**src/rtl/reg_scoreboard.sv**
```systemverilog
// reg_scoreboard: register-hazard scoreboard that stalls issue on RAW/WAW until producers complete.
module reg_scoreboard #(
    parameter int ADDR_BITS = 5,
    parameter int NREG      = 32,
    parameter int LAT_BITS  = 3,
    parameter int CNT_BITS  = 32
) (
    input  logic                 clk,
    input  logic                 rst_n,
    input  logic                 id_valid,
    input  logic [ADDR_BITS-1:0] id_rd,
    input  logic [ADDR_BITS-1:0] id_rs1,
    input  logic [ADDR_BITS-1:0] id_rs2,
    input  logic [ADDR_BITS-1:0] id_rs3,
    input  logic [2:0]           id_rs_used,
    input  logic                 id_rd_we,
    input  logic [LAT_BITS-1:0]  id_lat,
    output logic                 id_ready,
    input  logic                 flush,
    input  logic                 wb_valid,
    input  logic [ADDR_BITS-1:0] wb_rd,
    output logic [NREG-1:0]      busy_vec,
    output logic [CNT_BITS-1:0]  stall_cycles
);
    logic [NREG-1:0]     busy_q, busy_d, eb;
    logic [LAT_BITS-1:0] cnt_q [NREG];
    logic [LAT_BITS-1:0] cnt_d [NREG];
    logic [CNT_BITS-1:0] stall_q, stall_d;
    logic                raw, waw, set;

    // Effective busy: pending entries minus those releasing this cycle, so a consumer issues on the release cycle
    always_comb begin
        eb = '0;
        for (int r = 1; r < NREG; r++) begin
            eb[r] = busy_q[r] & ~((cnt_q[r] == LAT_BITS'(1)) |
                                  ((cnt_q[r] == '0) & wb_valid & (wb_rd == ADDR_BITS'(r))));
        end
    end

    // Hazard detection and issue permission; x0 never appears busy in eb
    always_comb begin
        raw      = (id_rs_used[0] & eb[id_rs1]) | (id_rs_used[1] & eb[id_rs2]) | (id_rs_used[2] & eb[id_rs3]);
        waw      = id_rd_we & (id_rd != '0) & eb[id_rd];
        id_ready = ~flush & ~raw & ~waw;
        set      = id_valid & id_ready & id_rd_we & (id_rd != '0);
    end

    // Next state: a new set wins over release; fixed entries count down, variable entries wait for writeback
    always_comb begin
        busy_d = busy_q;
        cnt_d  = cnt_q;
        for (int r = 0; r < NREG; r++) begin
            if (set && id_rd == ADDR_BITS'(r)) begin
                busy_d[r] = 1'b1;
                cnt_d[r]  = id_lat;
            end else if (busy_q[r] && cnt_q[r] != '0) begin
                cnt_d[r]  = cnt_q[r] - LAT_BITS'(1);
                busy_d[r] = cnt_q[r] != LAT_BITS'(1);
            end else if (busy_q[r] && wb_valid && wb_rd == ADDR_BITS'(r)) begin
                busy_d[r] = 1'b0;
            end
        end
        busy_d[0] = 1'b0;
        cnt_d[0]  = '0;
        stall_d   = stall_q + CNT_BITS'(id_valid & ~id_ready & ~flush);
    end

    // State registers with asynchronous clear
    always_ff @(posedge clk or negedge rst_n) begin
        if (!rst_n) begin
            busy_q  <= '0;
            stall_q <= '0;
            for (int r = 0; r < NREG; r++) cnt_q[r] <= '0;
        end else begin
            busy_q  <= busy_d;
            stall_q <= stall_d;
            cnt_q   <= cnt_d;
        end
    end

    assign busy_vec     = busy_q;
    assign stall_cycles = stall_q;
endmodule
```
**config.mk**
```make
export PLATFORM = sky130hd
export DESIGN_NAME = reg_scoreboard
export DESIGN_NICKNAME = d
export VERILOG_FILES = /design/src/rtl/reg_scoreboard.sv
export SDC_FILE = /design/constraint.sdc
export NUM_CORES = 1
export LEC_CHECK = 0
export BUFFER_PORTS_ARGS = -buffer_cell sky130_fd_sc_hd__buf_2
export CAP_MARGIN = 0
export CORE_MARGIN = 5
export CORE_UTILIZATION = 34
export DETAILED_ROUTE_END_ITERATION = 8
export PLACE_DENSITY = 0.55
export SLEW_MARGIN = 20
export SYNTH_ARGS = -nofsm -noshare
export SYNTH_HDL_FRONTEND = slang
export SYNTH_SLANG_ARGS = --single-unit
export TNS_END_PERCENT = 30
```
**constraint.sdc**
```tcl
create_clock -name clk -period 6 [get_ports clk]
set_clock_uncertainty 0.05 [all_clocks]
set_input_delay 0.9 -clock clk [delete_from_list [all_inputs] [get_ports clk]]
set_output_delay 0.9 -clock clk [all_outputs]
set_load 0.02 [all_outputs]
```
======== Word level (Yosys, flattened, before mapping) ========
Cells that the tools add are included.
cells by class
  reductions and logical operators ........ 249
  mux-type cells .......................... 163
  bitwise operators ....................... 174
  eq/ne operators ......................... 124
  $lt $le $gt $ge ......................... 4
  add/subtract/negate cells ............... 32
operators by type and width
  cell                 number
  $mux 3               62
  $reduce_bool 3->1    62
  $eq 5x5->1 const B   32
  $logic_and 1x1->1    124
  $and 1x1->1          103
  $mux 1               97
  $eq 3x1->1 const B   31
  $logic_not 3->1      31
  $ne 3x1->1 const B   31
  $sub 3x1->3 const B  31
  $eq 5x4->1 const B   16
  $not 1->32           2
  $reduce_bool 2->1    31
  $eq 5x3->1 const B   8
  $not 1->1            34
  $or 1x1->1           33
  $add 32x32->32       1
  $and 1x32->32        1
  $and 32x32->32       1
  $lt 5x6->1 const B   4
  $bmux 1 s5           4
  $eq 5x2->1 const B   4
  $eq 5x1->1 const B   2
  $reduce_bool 5->1    1
storage, ports and cells
  output and inout port bits .............. 65
  register bits ........................... 156
  input bits .............................. 37
  word-level logic and storage cells ...... 809

======== Logic depth before layout (Yosys ltp) ========
  word-level depth ........................ 19
  depth in mapped cells ................... 23
  gate-level depth less buffers ........... 21

======== Least setup slack after synthesis ========
OpenSTA, ideal clock, no wires.
  path type ............................... in2reg
  start point ............................. input port id_rd[0]
  end point ............................... register stall_q[30], in the netlist stall_cycles[30]
  path slack .............................. 898 ps
  path buffers ............................ 4
  required time ........................... 5821 ps
  data arrival time ....................... 4922 ps
  library setup time ...................... 129 ps
  stages on the path ...................... 20
  path through ............................ clkbuf_1 -> buf_1 -> mux4_2 -> nor2_1 -> a21oi_1 -> a21o_1 -> clkbuf_1 -> clkbuf_1 -> and2_1 -> nor3b_1 -> ha_1 -> ha_1 -> nand3_1 -> nor2_1 -> nand4_1 -> nor2_1 -> and3_1 -> nor2b_1 -> nand3_1 -> xnor2_1
between the ends
  word-level cells in the longest chain between the ends .. 9
  elaborated cells between the ends (all ways) .. 11
  classes of those cells .................. add/sub: 1; mux: 2; bitwise: 7; reduce/logical: 1
RTL lines
  element                                                      line  text
  start, declared                                              11    input logic [ADDR_BITS-1:0] id_rd,
  $bmux 1 s5 or $reduce_bool 5->1 (tied branches)              43    waw = id_rd_we & (id_rd != '0) & eb[id_rd];
  $mux 1 (implied by the code) or $and 1x1->1 (tied branches)  43
  $and 1x1->1 *                                                43
  $not 1->1 *                                                  44    id_ready = ~flush & ~raw & ~waw;
  $and 1x1->1 *                                                44
  via id_ready                                                 18    output logic id_ready,
  $not 1->32 *                                                 65    stall_d = stall_q + CNT_BITS'(id_valid & ~id_ready & ~flush);
  $and 1x32->32 *                                              65
  $and 32x32->32 *                                             65
  $add 32x32->32 *                                             65
  via stall_d[30]                                              28    logic [CNT_BITS-1:0] stall_q, stall_d;
  end signal, assigned                                         76    stall_q <= stall_d;
  end, declared                                                28
Mark *: on every way through the listed nets, which the timed path passes. The rest lies on a longest branch. The select of a mux whose other input is x is not followed.
A chain may end at the register's enable or synchronous reset.

======== Worst setup path in the final report ========
  start point ............................. input port wb_rd[3]
  end point ............................... register stall_q[30], in the netlist stall_cycles[30]
between the ends
  word-level cells in the longest chain between the ends .. 17
  elaborated cells between the ends (all ways) .. 177
  classes of those cells .................. add/sub: 1; eq/ne: 31; mux: 8; bitwise: 137
RTL lines
  element                                   line  text
  start, declared                           21    input logic [ADDR_BITS-1:0] wb_rd,
  $eq 5x1->1, or another cell as far along  36    ((cnt_q[r] == '0) & wb_valid & (wb_rd == ADDR_BITS'(r))));
  $and 1x1->1                               36
  $or 1x1->1                                35    eb[r] = busy_q[r] & ~((cnt_q[r] == LAT_BITS'(1)) |
  $not 1->1                                 35
  $and 1x1->1                               35
  $bmux 1 s5                                42    raw = (id_rs_used[0] & eb[id_rs1]) | (id_rs_used[1] & eb[id_rs2]) | (id_rs_used[2] & eb[id_rs3]);
  $mux 1 (implied by the code)              42
  $and 1x1->1                               42
  $or 1x1->1 (2 in a row)                   42
  $not 1->1                                 44
  $and 1x1->1                               44
  $and 1x1->1 *                             44
  $not 1->32 *                              65
  $and 1x32->32 *                           65
  $and 32x32->32 *                          65
  $add 32x32->32 *                          65
  via stall_d[30]                           28
Marks and branches as above.

==> flow_summary_export.csv <==
group,metric,value,unit
run_status,status,"finished clean",
floorplanning,design.portCount,102,
sta,layout_worst_path_cycle_share,87.4,%
global_routing,grt_max_degree,102,
job,maxCapViolCount,0,
worst_setup_path,path_max_fanout,11,
detailed_routing,postRouteAntennaNets,0,
detailed_routing,initialDrtViolationCount,904,
sta,hold_viol,0,
worst_setup_path,arrival,5.52,ns
worst_setup_path,cp_cell_sequence,"buf_2, nand2_1, o311ai_1, a22oi_1, o2111ai_1, or3_1, o2111ai_1, nor4_4, and2_1, nor3b_1, ha_1, ha_1, nand3_1, nor2_1, nand4_1, nor2_1, and3_1, nor2b_1, nand3_1, xnor2_1",
worst_setup_path,cpPeakStageDelay,0.44,ns
power,vdd_ir_drop_max,0.000183,V
worst_setup_path,cp_slowest_cell,"or3_1",
cts,cts_tree,"done",
synthesis,syn_area_per_cell,9.32,um^2
floorplanning,die_x,193,um
detailed_routing,wl_per_cell,19.9,um
detailed_routing,vias,9574,
placement,dp_hpwl,26700,um
layout,fin_nets,1445,
worst_setup_path,required,6.28,ns
synthesis,ys.flop_type,"dfrtp_1",
worst_setup_path,end_kind,"flip-flop",
cts,clock_sinks,156,
sta,relSlewSlack,21.4,%
cts,clk_latency,0.45,ns
worst_setup_path,worstSetupStartpointType,"input pin",
worst_setup_path,cp.depth,20,
placement,io_buffers,100,
placement,routabilityCongestion,0.936,
worst_setup_path,r2r_cells,21,
cts,cts.path.max_buffers,2,
floorplanning,initial_core_util,34.2,%
global_routing,antenna_found_initial,4,
synthesis,syn_nets,1353,
synthesis,synth_seq_cells,156,
layout,final_cells,1776,
cts,post_cts_buffers,0,
synthesis,synth_cell_types,73,
synthesis,ys_warn_count,0,
sta,worstMarginPinSlew,1.18,ns
sta,finalSetupViolations,0,
cts,cts_resized,0,
global_routing,grt_pass1_wl,55200,um
worst_setup_path,worst-path-buf-inv,1,
cts,clk_pin_slew,0.07,ns
power,leakage,5.83,nW
cts,root_buffer,"clkbuf_16",
detailed_routing,wl,35400,um
synthesis,synth_edf_count,0,
sta,rsz0062_at_grt,"false",
sta,max_freq,191,MHz
detailed_routing,drc,0,
hold_path,hp-class,"input pin to async pin",
global_routing,grt_overflow,0,
synthesis,synthArstFlopShare,100,%
synthesis,ys_seq_area_share,34.3,%
layout,drive_above_1_share,13.4,%
floorplanning,core,33300,um^2
global_routing,grt_usage,19.3,%
floorplanning,fp.dieH,193,um
global_routing,grt_pass1_vias,9524,
detailed_routing,via_per_inst,5.39,
placement,dp.cells,1741,
floorplanning,row_count,67,
synthesis,netlist_area,11400,um^2
cts,htreeDepth,4,
sta,drv_slew,0,
sta,final.setup.tns,0,ns
cts,cts_inserted_buffers,17,
power,power_density,382,nW/um^2
synthesis,syn_inst,1221,
detailed_routing,first_pass_iters,6,
cts,ctsHoldBuffers,0,
floorplanning,die_area,37200,um^2
worst_setup_path,criticalPathCategory,"input pin to flip-flop",
layout,area_growth,14.1,%
worst_setup_path,crit_family,"simple AND/OR/NAND/NOR gates",
sta,min_period,5.24,ns
## cells in the final DEF (no fill, tap or decap), drive strengths merged, types with 10 or more instances in the layout
| cell | count |
|---|---|
| a31oi | 27 |
| and3 | 14 |
| buf | 115 |
| clkbuf | 20 |
| dfrtp | 156 |
| ha | 95 |
| inv | 81 |
| mux2 | 89 |
| mux2i | 19 |
| nand2 | 122 |
| nand2b | 78 |
| nand3 | 62 |
| nand4 | 29 |
| nor2 | 50 |
| nor2b | 37 |
| nor3 | 15 |
| o211ai | 10 |
| o21ai | 67 |
| o22ai | 12 |
| o311ai | 30 |
| xnor2 | 78 |
| xor2 | 12 |
## path summary, 6_finish.rpt
path / slack, ns / end / from
min in group clk: 0.44 / stall_cycles[18] / stall_cycles[18]
max in group asynchronous: 4.55 / busy_vec[19] / rst_n
worst max-delay path: 0.76 / stall_cycles[30] / wb_rd[3]
worst min register to register: 0.44 / stall_cycles[18] / stall_cycles[18]
worst max register to register: 1.07 / stall_cycles[30] / cnt_q[54]
worst min-delay path: 0.28 / stall_cycles[25] / rst_n
## per-stage QoR
stage / instance area (um^2) / power, W / setup slack [ns] / hold WS (ns) / util, %
final: 13000 / 0.00496 / 0.757 / 0.278 / 39.0
after global routing: 13000 / 0.00540 / 0.517 / 0.279 / 39.0
after CTS: 13000 / 0.00501 / 0.840 / 0.443 / 38.9
after detailed placement: 12400 / 0.00388 / 0.373 / 0.428 / 37.2
after global placement: 12400 / 0.00385 / 0.459 / 0.421 / 37.2
after floorplan: 11400 / 0.00329 / 0.898 / 0.475 / -
## final cells by class
cell class              count  area [um^2]
multi-input cells         946         7010
diodes                      2         5.00
fillers                  3362        20300
well taps                 448          561
inverters                  77          289
clock inverters            12          125
repair buffers            115          639
flip-flops and latches    156         3900
clock buffers              20          457
## state kept, by name, summed over array words and instances (netlist names)
name          flops
cnt_q            93
stall_cycles     32
busy_vec         31
## report_power, final
group          switching (W)  internal (W)  total [W]
Clock               0.000484      0.000604    0.00109
Combinational        0.00117      0.000951    0.00212
Sequential          0.000346       0.00141    0.00176
## routing by layer
metal,GRT usage (%),wire length [um],up-vias
li1,-,-,4538
met1,26.1,16000,4617
met2,30.6,16000,347
met3,4.12,2260,68
met4,6.92,1060,4
met5,0,33,-
## worst reg2reg max path, stage by stage, from the launching register on
cell	delay [ns]
dfrtp_1	0.38
inv_1	0.08
ha_1	0.23
nand2b_1	0.16
o311ai_1	0.21
a22oi_1	0.25
o2111ai_1	0.16
or3_1	0.44
o2111ai_1	0.18
nor4_4	0.10
and2_1	0.19
nor3b_1	0.42
ha_1	0.29
ha_1	0.20
nand3_1	0.14
nor2_1	0.17
nand4_1	0.18
nor2_1	0.18
and3_1	0.23
nor2b_1	0.31
nand3_1	0.13
xnor2_1	0.14
## synth_stat cells, types with 4 or more instances
library cell	instances	area share (%)
mux2_2	19	1.9
o22ai_1	12	0.66
o21ai_0	65	2.9
ha_1	95	10
o311ai_1	24	1.8
mux2_1	70	6.9
nand2_1	122	4.0
inv_1	75	2.5
and3_1	14	0.77
nor2b_1	37	2.0
nor3_1	15	0.66
nor3b_1	7	0.46
mux2i_1	19	1.7
a311oi_1	4	0.31
clkbuf_1	28	0.92
nand3_1	62	2.7
and2_1	7	0.38
dfrtp_1	156	34
xnor2_1	78	6.0
nand4_1	28	1.5
o211ai_1	10	0.66
nand2b_1	78	4.3
xor2_1	12	0.92
o311ai_0	4	0.31
and4_1	7	0.54
buf_2	9	0.40
nor2_1	50	1.6
nand4bb_1	5	0.49
a21oi_1	4	0.18
a31oi_1	27	1.5
o2111ai_1	7	0.54
## cell families (layout without fill, tap and decap cells)
kind of cell               after synthesis  count (layout)  share of synthesized area, %
and+or+nand+nor                        456             456                          21.4
AOI/OAI and AO/OA                      194             194                          11.9
DFF                                    156             156                          34.3
buffers and inverters                  119             224                          4.09
muxes                                  110             110                          10.9
adders and majority gates               95              95                          10.4
xor gates and xnor gates                90              90                          6.92
other                                    1               3                        0.0329
(Power assumes the default switching activity.)
